--- src/rtl/pong_pkg.sv ---
// Geometry and AI-state definitions shared by the Pong game controller and the
// computer-opponent logic.
package pong_pkg;

   localparam int H           = 120;
   localparam int W           = 160;
   localparam int BLOCK       = 4;
   localparam int PADDLE_SIZE = 32;

   localparam int PADDLE_CENTER  = H / 2 - PADDLE_SIZE / 2;
   localparam int PADDLE_MAX_TOP = H - 1 - PADDLE_SIZE;

   typedef enum logic [1:0] {
      AI_CENTER     = 2'd0,
      AI_TRACK      = 2'd1,
      AI_SERVE_HOLD = 2'd2
   } ai_state_t;

   // Keeps a requested paddle top inside the playfield.
   function automatic logic signed [8:0] clamp_top(input logic signed [8:0] t);
      logic signed [8:0] max_top;
      max_top = 9'(PADDLE_MAX_TOP);
      if (t < 9'sd0) begin
         return 9'sd0;
      end
      if (t > max_top) begin
         return max_top;
      end
      return t;
   endfunction

endpackage

--- src/rtl/pong_com_ai_if.sv ---
// Position and button signals between the game controller and the com-paddle AI.
interface pong_com_ai_if;

   logic       enable;
   logic [7:0] ballX;
   logic [6:0] ballY;
   logic [6:0] comYPos;
   logic       com_btn;
   logic [1:0] ai_state;
   logic       miss_active;

   modport master (
      output enable,
      output ballX,
      output ballY,
      output comYPos,
      input  com_btn,
      input  ai_state,
      input  miss_active
   );

   modport slave (
      input  enable,
      input  ballX,
      input  ballY,
      input  comYPos,
      output com_btn,
      output ai_state,
      output miss_active
   );

endinterface

--- src/rtl/pong_com_ai_lfsr8.sv ---
// 8-bit Fibonacci LFSR (x^8+x^6+x^5+x^4+1) that only steps while enabled.
module lfsr8 (
   input  logic       GAME_CLK,
   input  logic       reset,
   input  logic       enable,
   input  logic [7:0] seed,
   output logic [7:0] state
);

   logic feedback;

   assign feedback = state[7] ^ state[5] ^ state[4] ^ state[3];

   always_ff @(posedge GAME_CLK) begin
      if (reset) begin
         state <= seed;
      end else if (enable) begin
         state <= {state[6:0], feedback};
      end
   end

endmodule

--- src/rtl/pong_com_ai.sv ---
// Computer opponent for Pong: follows a delayed copy of the ball height with a
// dead zone and occasional deliberate aiming errors, driving the com paddle button.
module pong_com_ai
   import pong_pkg::*;
#(
   parameter int         REACT_DELAY = 4,
   parameter int         DEAD_ZONE   = 2,
   parameter int         HOLD_CYCLES = 8,
   parameter int         MISS_OFFSET = 24,
   parameter logic [7:0] LFSR_SEED   = 8'hA5
) (
   input  logic          GAME_CLK,
   input  logic          reset,
   pong_com_ai_if.slave  bus
);

   localparam logic [6:0]        Y_MID      = 7'(H / 2);
   localparam logic signed [8:0] CENTER_TOP = 9'(PADDLE_CENTER);
   localparam logic signed [8:0] TRACK_BIAS = 9'(BLOCK / 2 - PADDLE_SIZE / 2);
   localparam logic signed [8:0] MISS_ADJ   = 9'(MISS_OFFSET);
   localparam logic signed [8:0] DZ         = 9'(DEAD_ZONE);
   localparam logic [7:0]        HOLD_LOAD  = 8'(HOLD_CYCLES - 1);

   logic [7:0]        lfsr;
   logic [6:0]        dly [REACT_DELAY];
   logic [6:0]        dly_y;
   logic [7:0]        prev_x;
   logic              prev_valid;
   ai_state_t         state;
   ai_state_t         state_next;
   logic [7:0]        hold_cnt;
   logic [7:0]        hold_next;
   logic              miss;
   logic              miss_next;
   logic              btn;
   logic              btn_next;
   logic              approach;
   logic              jump;
   logic signed [8:0] x_diff;
   logic signed [8:0] raw_target;
   logic signed [8:0] target;
   logic signed [8:0] err;

   lfsr8 u_lfsr (
      .GAME_CLK (GAME_CLK),
      .reset    (reset),
      .enable   (bus.enable),
      .seed     (LFSR_SEED),
      .state    (lfsr)
   );

   // Reaction delay: the AI only sees where the ball was REACT_DELAY ticks ago.
   always_ff @(posedge GAME_CLK) begin
      if (reset) begin
         for (int i = 0; i < REACT_DELAY; i++) begin
            dly[i] <= Y_MID;
         end
      end else if (bus.enable) begin
         dly[0] <= bus.ballY;
         for (int i = 1; i < REACT_DELAY; i++) begin
            dly[i] <= dly[i-1];
         end
      end
   end

   assign dly_y = dly[REACT_DELAY-1];

   // A step larger than one pixel means the ball was re-served, not moved.
   assign x_diff   = $signed({1'b0, bus.ballX}) - $signed({1'b0, prev_x});
   assign approach = prev_valid && (bus.ballX > prev_x);
   assign jump     = prev_valid && ((x_diff > 9'sd1) || (x_diff < -9'sd1));

   always_ff @(posedge GAME_CLK) begin
      if (reset) begin
         state      <= AI_CENTER;
         hold_cnt   <= 8'd0;
         miss       <= 1'b0;
         btn        <= 1'b1;
         prev_x     <= 8'd0;
         prev_valid <= 1'b0;
      end else if (bus.enable) begin
         state      <= state_next;
         hold_cnt   <= hold_next;
         miss       <= miss_next;
         btn        <= btn_next;
         prev_x     <= bus.ballX;
         prev_valid <= 1'b1;
      end
   end

   always_comb begin
      state_next = state;
      hold_next  = hold_cnt;
      miss_next  = miss;
      if (jump) begin
         state_next = AI_SERVE_HOLD;
         hold_next  = HOLD_LOAD;
         miss_next  = 1'b0;
      end else begin
         case (state)
            AI_SERVE_HOLD: begin
               if (hold_cnt == 8'd0) begin
                  state_next = approach ? AI_TRACK : AI_CENTER;
               end else begin
                  hold_next = hold_cnt - 8'd1;
               end
            end
            AI_CENTER: begin
               if (approach) begin
                  state_next = AI_TRACK;
                  miss_next  = (lfsr[2:0] == 3'd0);
               end
            end
            AI_TRACK: begin
               if (!approach) begin
                  state_next = AI_CENTER;
                  miss_next  = 1'b0;
               end
            end
            default: begin
               state_next = AI_CENTER;
               miss_next  = 1'b0;
            end
         endcase
      end
   end

   // Inside the dead zone the button toggles every tick so the paddle stands still on average.
   always_comb begin
      raw_target = CENTER_TOP;
      if (state == AI_TRACK) begin
         raw_target = $signed({2'b00, dly_y}) + TRACK_BIAS + (miss ? MISS_ADJ : 9'sd0);
      end
      target = clamp_top(raw_target);
      err    = target - $signed({2'b00, bus.comYPos});
      if (err > DZ) begin
         btn_next = 1'b0;
      end else if (err < -DZ) begin
         btn_next = 1'b1;
      end else begin
         btn_next = ~btn;
      end
   end

   assign bus.com_btn     = btn;
   assign bus.ai_state    = state;
   assign bus.miss_active = miss;

endmodule

--- src/flat_wrapper.sv ---
// flat-port wrapper written by rule: the top's interface ports become plain ports
module pong_com_ai_flat import pong_pkg::*;
#(
   parameter int         REACT_DELAY = 4,
   parameter int         DEAD_ZONE   = 2,
   parameter int         HOLD_CYCLES = 8,
   parameter int         MISS_OFFSET = 24,
   parameter logic [7:0] LFSR_SEED   = 8'hA5
)
  (GAME_CLK, reset, bus_enable, bus_ballX, bus_ballY, bus_comYPos, bus_com_btn, bus_ai_state, bus_miss_active);
  pong_com_ai_if bus_i ();
  input  logic GAME_CLK;
  input  logic reset;
  input wire logic [$bits(bus_i.enable)-1:0] bus_enable;
  input wire logic [$bits(bus_i.ballX)-1:0] bus_ballX;
  input wire logic [$bits(bus_i.ballY)-1:0] bus_ballY;
  input wire logic [$bits(bus_i.comYPos)-1:0] bus_comYPos;
  output wire logic [$bits(bus_i.com_btn)-1:0] bus_com_btn;
  output wire logic [$bits(bus_i.ai_state)-1:0] bus_ai_state;
  output wire logic [$bits(bus_i.miss_active)-1:0] bus_miss_active;
  assign bus_i.enable = bus_enable;
  assign bus_i.ballX = bus_ballX;
  assign bus_i.ballY = bus_ballY;
  assign bus_i.comYPos = bus_comYPos;
  assign bus_com_btn = bus_i.com_btn;
  assign bus_ai_state = bus_i.ai_state;
  assign bus_miss_active = bus_i.miss_active;
  pong_com_ai #(.REACT_DELAY(REACT_DELAY), .DEAD_ZONE(DEAD_ZONE), .HOLD_CYCLES(HOLD_CYCLES), .MISS_OFFSET(MISS_OFFSET), .LFSR_SEED(LFSR_SEED)) u_core (.GAME_CLK(GAME_CLK), .reset(reset), .bus(bus_i));
endmodule
--- config.mk ---
export PLATFORM = sky130hd
export DESIGN_NAME = pong_com_ai_flat
export DESIGN_NICKNAME = d
export VERILOG_FILES = /design/src/rtl/pong_pkg.sv /design/src/rtl/pong_com_ai_if.sv /design/src/rtl/pong_com_ai_lfsr8.sv /design/src/rtl/pong_com_ai.sv /design/src/flat_wrapper.sv
export SDC_FILE = /design/constraint.sdc
export NUM_CORES = 1
export LEC_CHECK = 0
export ABC_CLOCK_PERIOD_IN_PS = 4130
export CORE_AREA = 2 2 92 94
export CTS_BUF_LIST = sky130_fd_sc_hd__clkbuf_8
export CTS_CLUSTER_SIZE = 30
export DETAILED_ROUTE_END_ITERATION = 16
export DIE_AREA = 0 0 94 96
export GPL_TIMING_DRIVEN = 0
export HOLD_SLACK_MARGIN = 0.03
export SYNTH_ARGS = -nofsm -noshare
export SYNTH_HDL_FRONTEND = slang
export SYNTH_HIERARCHICAL = 1
export SYNTH_SLANG_ARGS = --single-unit
--- constraint.sdc ---
create_clock -name GAME_CLK -period 4.13 [get_ports GAME_CLK]
set_input_delay 0.413 -clock GAME_CLK [delete_from_list [all_inputs] [get_ports GAME_CLK]]
set_output_delay 0.413 -clock GAME_CLK [all_outputs]
set_load 0.05 [all_outputs]
## After elaboration in Yosys (flattened, before gate mapping)

Memory sizes are Yosys's and may differ from the RTL's.
Index checks and enable logic that the tools add are counted.

| word-level totals | value |
|---|---|
| bits in registers | 29 |
| latch bits | 0 |
| RAM bits | 28 |
| ROM bits | 0 |
| output and inout bits | 4 |
| logic and storage cells | 78 |
| memories kept | 1 |

Memory list:

| name | words | bits a word | read ports | clocked after memory_dff | write ports | line | source |
|---|---|---|---|---|---|---|---|
| u_core.dly | 4 | 7 | 4 | 0 | 4 | pong_com_ai.sv:25 | `logic [6:0] dly [REACT_DELAY];` |

| cells by class | value |
|---|---|
| $add $sub $neg | 5 |
| $mul | 0 |
| div/mod/pow operators | 0 |
| order comparisons | 7 |
| equal/unequal tests | 7 |
| shift operators | 0 |
| mux-type cells | 33 |
| bitwise gates (word level) | 8 |
| reductions and logical operators | 10 |

Operator list:

| cell | count |
|---|---|
| $mux 9 | 5 |
| $mux 7 | 4 |
| $mux 8 | 3 |
| $lt 9x1->1 const B | 2 |
| $mux 1 | 14 |
| $add 8x5->9 const B | 1 |
| $add 9x9->9 | 1 |
| $gt 9x2->1 const B | 1 |
| $gt 9x3->1 const B | 1 |
| $gt 9x8->1 const B | 1 |
| $lt 9x2->1 const B | 1 |
| $sub 8x8->9 | 1 |
| $sub 9x8->9 | 1 |
| $gt 8x8->1 | 1 |
| $logic_not 8->1 | 1 |
| $mux 2 | 4 |
| $reduce_and 4->1 | 2 |
| $sub 8x1->8 const B | 1 |
| $ne 3x1->1 const B | 2 |
| $pmux 2 s3 | 1 |
| $mux 5 | 1 |
| $ne 2x1->1 const B | 2 |
| $or 1x1->1 | 4 |
| $logic_not 3->1 | 1 |
| other kinds (11) | 14 |

## Longest topological paths before layout

Gate-level depths: netlist (run 1).
An unclocked memory read counts as a cell.

| depth | value |
|---|---|
| word-level depth | 13 |
| depth in mapped cells | 19 |

## Modules after synthesis

The synthesis (run 1) kept the hierarchy.

Modules (own cells, without submodules):

| module | instances | cells each | area each (um^2) | seq. area each (um^2) |
|---|---|---|---|---|
| pong_com_ai | 1 | 319 | 3062.9 | 1261.2 |
| lfsr8 | 1 | 22 | 371.6 | 240.2 |

## Worst setup path after synthesis (run 1)

OpenSTA, ideal clock, no wires.

| timing path | value |
|---|---|
| path kind | register to register |
| start point | reg u_core.miss (netlist: u_core/bus.miss_active) |
| end point | reg u_core.btn (netlist: u_core/bus.com_btn) |
| setup time | 74 ps |
| data arrival time | 4062 ps |
| required time | 4056 ps |
| slack | -6 ps |
| stages on the path, launching flop included | 19 |
| path through | dfxtp_1 > inv_1 > ha_1 > inv_1 > ha_1 > a31o_2 > a21oi_1 > o21bai_1 > xnor2_1 > o21a_1 > a21oi_1 > ha_1 > nor2b_1 > o21a_1 > o31a_1 > or3_1 > a22o_1 > a211o_1 > a31oi_1 |

| between the ends | value |
|---|---|
| longest elaborated chain between the ends | 12 |
| elaborated cells between the ends (all ways) | 16 |
| those cells by class | 2 x add/sub; 4 x order compare; 10 x mux |

RTL lines:

| element | line | source |
|---|---|---|
| start, declared | pong_com_ai.sv:33 | `logic miss;` |
| start signal, assigned | pong_com_ai.sv:84 | `miss <= miss_next;` |
| $mux 5 * | pong_com_ai.sv:132 | `raw_target = $signed({2'b00, dly_y}) + TRACK_BIAS + (miss ? MISS_ADJ : 9'sd0);` |
| $add 9x9->9 * | pong_com_ai.sv:132 |  |
| $mux 9 * | pong_com_ai.sv:131 | `if (state == AI_TRACK) begin` |
| $gt 9x8->1 | pong_pkg.sv:26 | `if (t > max_top) begin` |
| $mux 1 (2 in a row) | pong_pkg.sv:26 |  |
| $mux 9 | pong_pkg.sv:29 | `return t;` |
| $mux 9 * | pong_pkg.sv:26 |  |
| $sub 9x8->9 * | pong_com_ai.sv:135 | `err = target - $signed({2'b00, bus.comYPos});` |
| $lt 9x2->1 | pong_com_ai.sv:138 | `end else if (err < -DZ) begin` |
| $mux 1 | pong_com_ai.sv:138 |  |
| $mux 1 * | pong_com_ai.sv:136 | `if (err > DZ) begin` |
| end signal, assigned | pong_com_ai.sv:85 | `btn <= btn_next;` |
| end, declared | pong_com_ai.sv:35 | `logic btn;` |

Mark *: on every way between the ends. The rest lies on a longest branch, timed or not. The select of a mux whose other input is x is not followed.
A chain may end at the register's enable or synchronous reset.

## Worst setup path in the final report (run 1)

Ends and elaborated chain as after synthesis.

==> results.toml, run 1 <==
[outcome]
outcome = "finished, final reports clean"

[critical_path]
path_max_fanout = 5
crit_type = "reg -> reg"
cp.required_ns = 4.40
end_kind = "register"
crit_start = "u_core/bus.miss_active"
worstSetupStartpointType = "register"
r2r_start = "u_core/bus.miss_active"
crit_arrival_ns = 4.20

[hold_path]
worstHoldPathType = "reg -> reg"
min_from = "u_core/prev_x[1]"

[place]
io_buffers = 28
place_ws_ns = 0.0907
placed_cells = 480
dp_hpwl_um = 4620
globalplace.congestion = 0.770
placed_area_sq_um = 3870

[clock_network]
cts_buffers = 9
path_clk_slew_ns = 0.07
root_buffer = "clkbuf_8"
cts_tree = "yes"
cts_max_level = 3
cts_max_path_buffers = 2
cts.sinks = 57
clk_latency_ns = 0.34

[power_and_ir_drop]
swShare = 0.261
internal_power_mw = 1.11
power.switching_mw = 0.391
power.share.combinational = 0.173
seqPwrFrac = 0.440
power.density_nw_per_um2 = 358
power.total_mw = 1.50
power_leakage_nw = 1.60
ir_worst_vdd_mv = 0.271
clockPowerShare = 0.387

[final_layout]
nFillCells = 738
nNetsFinal = 446
stdcell_area_sq_um = 4200
area_growth_pct = 22.3
stdcell_count = 503
final_layout_size_suffix_gt1_frac = 0.151
post-route-util = 0.522
antenna_cells = 0

[timing]
fin_crit_ns = 3.92
hold_ws_ns = 0.496
slew_viol_final = 0
report.final.hold_viol_count = 0
fin_tns_setup_ns = 0
fin_crit_sh = 0.950
fmax_mhz = 255
fin_ws_ns = 0.205
fin_skew_ns = 0.0106
setup_violations = 0
tightest_slew_ns = 1.07
slew_headroom = 0.287

[routing]
first_pass_iters = 4
ant_nets = 0
routed_wl_um = 6360
drt-initial-drc-count = 88
remaining_drc_errors = 0
post_drt_via_cell_ratio = 5.07
routedWlPerCell_um = 12.7
vias = 2551

[floorplan]
core_area_sq_um = 8050
die-area_sq_um = 9020
io_pins = 29
start_util = 0.427
die_y_um = 96
die_w_um = 94
rows = 33

[synth]
ys_seq_area_frac = 0.437
syn_inst = 341
syn_area_sq_um = 3430
synth_flop_cell = "edfxtp_1"
avgSynthCellArea_sq_um = 10.1
synth_edf_count = 36
synth_cell_types = 57
synth-seq-cells = 57
yosys_warnings = 6
synthArstFlopShare = 0

[global_route]
met2_usage = 0.238
busiest_layer = "met2"
grt_max_degree = 30
met3_usage = 0.0345
antenna_found_initial = 0
grtUsageMet1 = 0.190
grt_use_total = 0.148
grt_pass1_vias = 2335
grt-ovfl-total = 0
grt_pass1_wl_um = 10400

[flow_run]
maxCapViolations = 0
critical path, cell delays in order, from the launching register on:
cell	delay [ns]
dfxtp_4	0.37
inv_2	0.04
ha_4	0.25
inv_2	0.04
ha_4	0.22
a31o_4	0.23
a21oi_2	0.11
o21bai_1	0.09
xnor2_1	0.23
o21a_1	0.21
a21oi_2	0.07
ha_1	0.31
nor2b_4	0.14
o21a_1	0.20
o31a_1	0.33
or3_1	0.38
a22o_1	0.19
a211o_1	0.29
a31oi_1	0.15
cell usage after synthesis (all sizes together), types with 5 or more instances:
| cell | count | share of area |
|---|---|---|
| and2 | 15 | 0.027 |
| xnor2 | 12 | 0.031 |
| clkbuf | 5 | 0.0055 |
| nor3 | 17 | 0.025 |
| edfxtp | 36 | 0.31 |
| nand3 | 6 | 0.0087 |
| mux2 | 7 | 0.023 |
| mux2i | 8 | 0.023 |
| nor2 | 28 | 0.031 |
| a21oi | 13 | 0.020 |
| dfxtp | 21 | 0.12 |
| or2 | 18 | 0.033 |
| nand2 | 12 | 0.013 |
| ha | 27 | 0.098 |
| xor2 | 7 | 0.018 |
| inv | 32 | 0.035 |
| o21ai | 15 | 0.022 |
cells by family (layout without fill, tap and decap cells):
family                     Yosys count  count (layout)  synth area share
xor gates and xnor gates            19              19            0.0485
DFF                                 57              57             0.437
and+or+nand+nor                    119             119             0.187
adders and majority gates           28              28             0.104
AOI/OAI and AO/OA                   61              61             0.128
buffers and inverters               40              91            0.0470
muxes                               15              15            0.0463
other                                2               8           0.00219
cell usage in the layout, fill, tap and decap left out, types with 6 or more instances in the layout:
cell,n
or2_2,16
edfxtp_1,36
xor2_1,7
mux2i_1,8
nor2_1,28
clkbuf_8,9
nand2_1,12
o21ai_0,13
and2_1,15
buf_4,8
nor3_1,17
dfxtp_1,20
clkdlybuf4s50_1,28
nand3_1,6
xnor2_1,12
a21oi_1,10
conb_1,8
ha_1,25
inv_1,29
power groups by stage:
stage | Sequential [mW] | Clock (mW) | Combinational (mW)
final | 0.661 | 0.581 | 0.259
after global routing | 0.665 | 0.621 | 0.289
after CTS | 0.662 | 0.597 | 0.250
after detailed placement | 0.674 | 0 | 0.247
after global placement | 0.673 | 0 | 0.242
after floorplan | 0.675 | 0 | 0.176
routing by layer:
metal,vias to the layer above,part of all wire
li1,1312,-
met1,1195,0.49
met2,38,0.46
met3,6,0.040
met4,0,0.014
met5,-,0
final cells by class:
| class | count | area (sq um) | share of cell area |
|---|---|---|---|
| Tap cell | 105 | 131 | 0.0313 |
| Clock buffer | 9 | 124 | 0.0295 |
| Clock inverter | 7 | 103 | 0.0244 |
| Buffer | 8 | 41.3 | 0.00983 |
| Timing Repair Buffer | 35 | 333 | 0.0792 |
| Multi-Input combinational cell | 250 | 1840 | 0.439 |
| Inverter | 32 | 120 | 0.0286 |
| Sequential cell | 57 | 1510 | 0.358 |
flip-flops by register name (all words and copies together) (netlist names):
name                    flops
u_core/bus.miss_active      1
u_core/bus.ai_state         2
u_core/prev_x               8
u_core/u_lfsr/state         8
u_core/prev_valid           1
u_core/hold_cnt             8
u_core/bus.com_btn          1
u_core/dly                 28
path summary, 6_finish.rpt:
check	slack (ns)	cells after the start	endpoint
hold reg to reg	0.50	2	u_core/prev_x[1]
setup / recovery	0.21	18	u_core/bus.com_btn
hold / removal	0.50	2	u_core/prev_x[1]
setup reg to reg	0.21	18	u_core/bus.com_btn
what timing repair did:
item                       4_1_cts  5_1_grt
hold buffers                     0        0
setup endpoints to repair        0        1
buffers inserted                 0        7
resized for setup                0       11
Power figures use the tool's default switching activity.
==> run 2: changes to the inputs <==
- CORE_AREA: 2 2 92 94 -> 2 2 106 82
- DIE_AREA: 0 0 94 96 -> 0 0 108 84
==> run 2 against run 1 <==
Net effect:
- register-to-register slack got worse by 0.06 ns
- critical endpoint unchanged
- non-clock buffer count decreased by 2
- clock power decreased by 12%
- combinational power about the same
- first-iteration DRC count increased by 30%
- critical path type unchanged
==> results.toml, run 2 (synthesized netlist as in run 1, its figures left out) <==
[critical_path]
crit_type = "reg -> reg"
end_kind = "register"
crit_slowest_cell = "dfxtp_4"
cp.required_ns = 4.38
critical_path.top_delay_family = "compound AO/OA/AOI/OAI gates"
max_stage_delay_ns = 0.38
crit_arrival_ns = 4.23
worstSetupStartpointType = "register"
path_cells = "inv_2 > ha_4 > inv_2 > ha_4 > a31o_4 > a21oi_2 > o21bai_1 > xnor2_1 > o21a_1 > a21oi_2 > ha_1 > nor2b_4 > o21a_1 > o31a_1 > or3_1 > a22o_1 > a211o_1 > a31oi_1"
cp_num_buf_inv = 2
path_max_fanout = 6

[power_and_ir_drop]
internal_power_mw = 1.04
ir_worst_vdd_mv = 0.161
clockPowerShare = 0.358
power.share.combinational = 0.180
seqPwrFrac = 0.462
power.switching_mw = 0.389
power.density_nw_per_um2 = 344
power.total_mw = 1.43
power_leakage_nw = 1.58
swShare = 0.272

[global_route]
grt_max_degree = 30
grt_use_total = 0.149
grt_pass1_vias = 2320
antenna_found_initial = 0
grt-ovfl-total = 0
grt_pass1_wl_um = 10600

[outcome]
outcome = "finished, final reports clean"

[timing]
fmax_mhz = 251
hold_ws_ns = 0.501
slew_viol_final = 0
fin_crit_ns = 3.98
slew_headroom = 0.271
setup_violations = 0
fin_skew_ns = 0.0116
fin_ws_ns = 0.150
fin_crit_sh = 0.964
tightest_slew_ns = 1.09
report.final.hold_viol_count = 0
rsz0062_at_grt = "true"

[routing]
post_drt_via_cell_ratio = 4.92
vias = 2479
routed_wl_um = 6480
remaining_drc_errors = 0
ant_nets = 0
routedWlPerCell_um = 12.9
drt-initial-drc-count = 114
first_pass_iters = 4

[final_layout]
largest_reg_flops = 28
layout_commonest_cell = "edfxtp_1"
antenna_cells = 0
regMostFlops = "u_core/dly"
final_layout_size_suffix_gt1_frac = 0.146
nNetsFinal = 444
nFillCells = 754
area_growth_pct = 21.1
final_cell_mix = "36 x edfxtp_1, 30 x inv_1, 28 x clkdlybuf4s50_1, 28 x nor2_1, 24 x ha_1"
stdcell_area_sq_um = 4160

[clock_network]
clk_latency_ns = 0.34
path_clk_slew_ns = 0.06
cts.hold.buffers_added = 0
cts.sinks = 57
cts_max_path_buffers = 2
root_buffer = "clkbuf_8"
cts_tree = "yes"
cts_max_level = 3
cts_buffers = 9

[flow_run]
maxCapViolations = 0

[place]
place_ws_ns = 0.0471
placed_area_sq_um = 3870
io_buffers = 28
dp_hpwl_um = 4670
globalplace.congestion = 0.850

[floorplan]
start_util = 0.421
die_w_um = 108
core_area_sq_um = 8160
rows = 29
die_y_um = 84
io_pins = 29
die-area_sq_um = 9070

[hold_path]
worstHoldPathType = "reg -> reg"
-- run 2: final cells by class --
cell class | instances | area (sq um) | share of cell area
plain buffers | 8 | 41.3 | 0.00992
clock buffers | 9 | 124 | 0.0298
clock inverters | 7 | 71.3 | 0.0171
inverters | 32 | 120 | 0.0289
multi-input cells | 250 | 1850 | 0.444
flip-flops and latches | 57 | 1510 | 0.362
well taps | 108 | 135 | 0.0325
repair buffers | 33 | 318 | 0.0764
-- run 2: layer usage --
| metal | up-vias | share of wire | GRT usage |
|---|---|---|---|
| met3 | 8 | 0.032 | 0.0422 |
| met2 | 43 | 0.43 | 0.212 |
| li1 | 1306 | - | - |
| met4 | 0 | 0.0093 | 0.0583 |
| met5 | - | 0 | 0 |
| met1 | 1122 | 0.53 | 0.213 |
-- run 2: timing repair --
item / in CTS / in global routing
buffers inserted: 0 / 5
endpoints found under the hold margin: 0 / 0
endpoints found under the setup margin: 0 / 1
gates resized for setup: 0 / 13
-- run 2: worst paths after layout --
kind	startpoint	to	slack (ns)	cells past startpoint
hold reg to reg	u_core/dly[1][3]	u_core/dly[2][3]	0.50	1
setup reg to reg	u_core/bus.miss_active	u_core/bus.com_btn	0.15	18
setup / recovery	u_core/bus.miss_active	u_core/bus.com_btn	0.15	18
hold / removal	u_core/dly[1][3]	u_core/dly[2][3]	0.50	1
-- run 2: through the flow --
step,setup TNS [ns],utilization,cells
2_1_floorplan,0,-,347
3_3_place_gp,0,0.474,483
3_5_place_dp,0,0.474,483
4_1_cts,0,0.498,499
5_1_grt,-0.00881,0.510,504
6_report,0,0.510,504
-- run 2: power groups by stage --
stage | clock, mW | sequential [mW] | combinational, mW
after floorplan | 0 | 0.675 | 0.176
after global placement | 0 | 0.673 | 0.243
after detailed placement | 0 | 0.675 | 0.248
after CTS | 0.536 | 0.662 | 0.250
after global routing | 0.554 | 0.666 | 0.288
final | 0.512 | 0.662 | 0.258
-- run 2: worst reg2reg max path, stage by stage (launching register included) --
cell and delay [ns]:
dfxtp_4 0.38, inv_2 0.05, ha_4 0.26, inv_2 0.04, ha_4 0.22, a31o_4 0.22, a21oi_2 0.12, o21bai_1 0.09
xnor2_1 0.28, o21a_1 0.23, a21oi_2 0.08, ha_1 0.31, nor2b_4 0.14, o21a_1 0.21, o31a_1 0.32, or3_1 0.34
a22o_1 0.18, a211o_1 0.25, a31oi_1 0.16
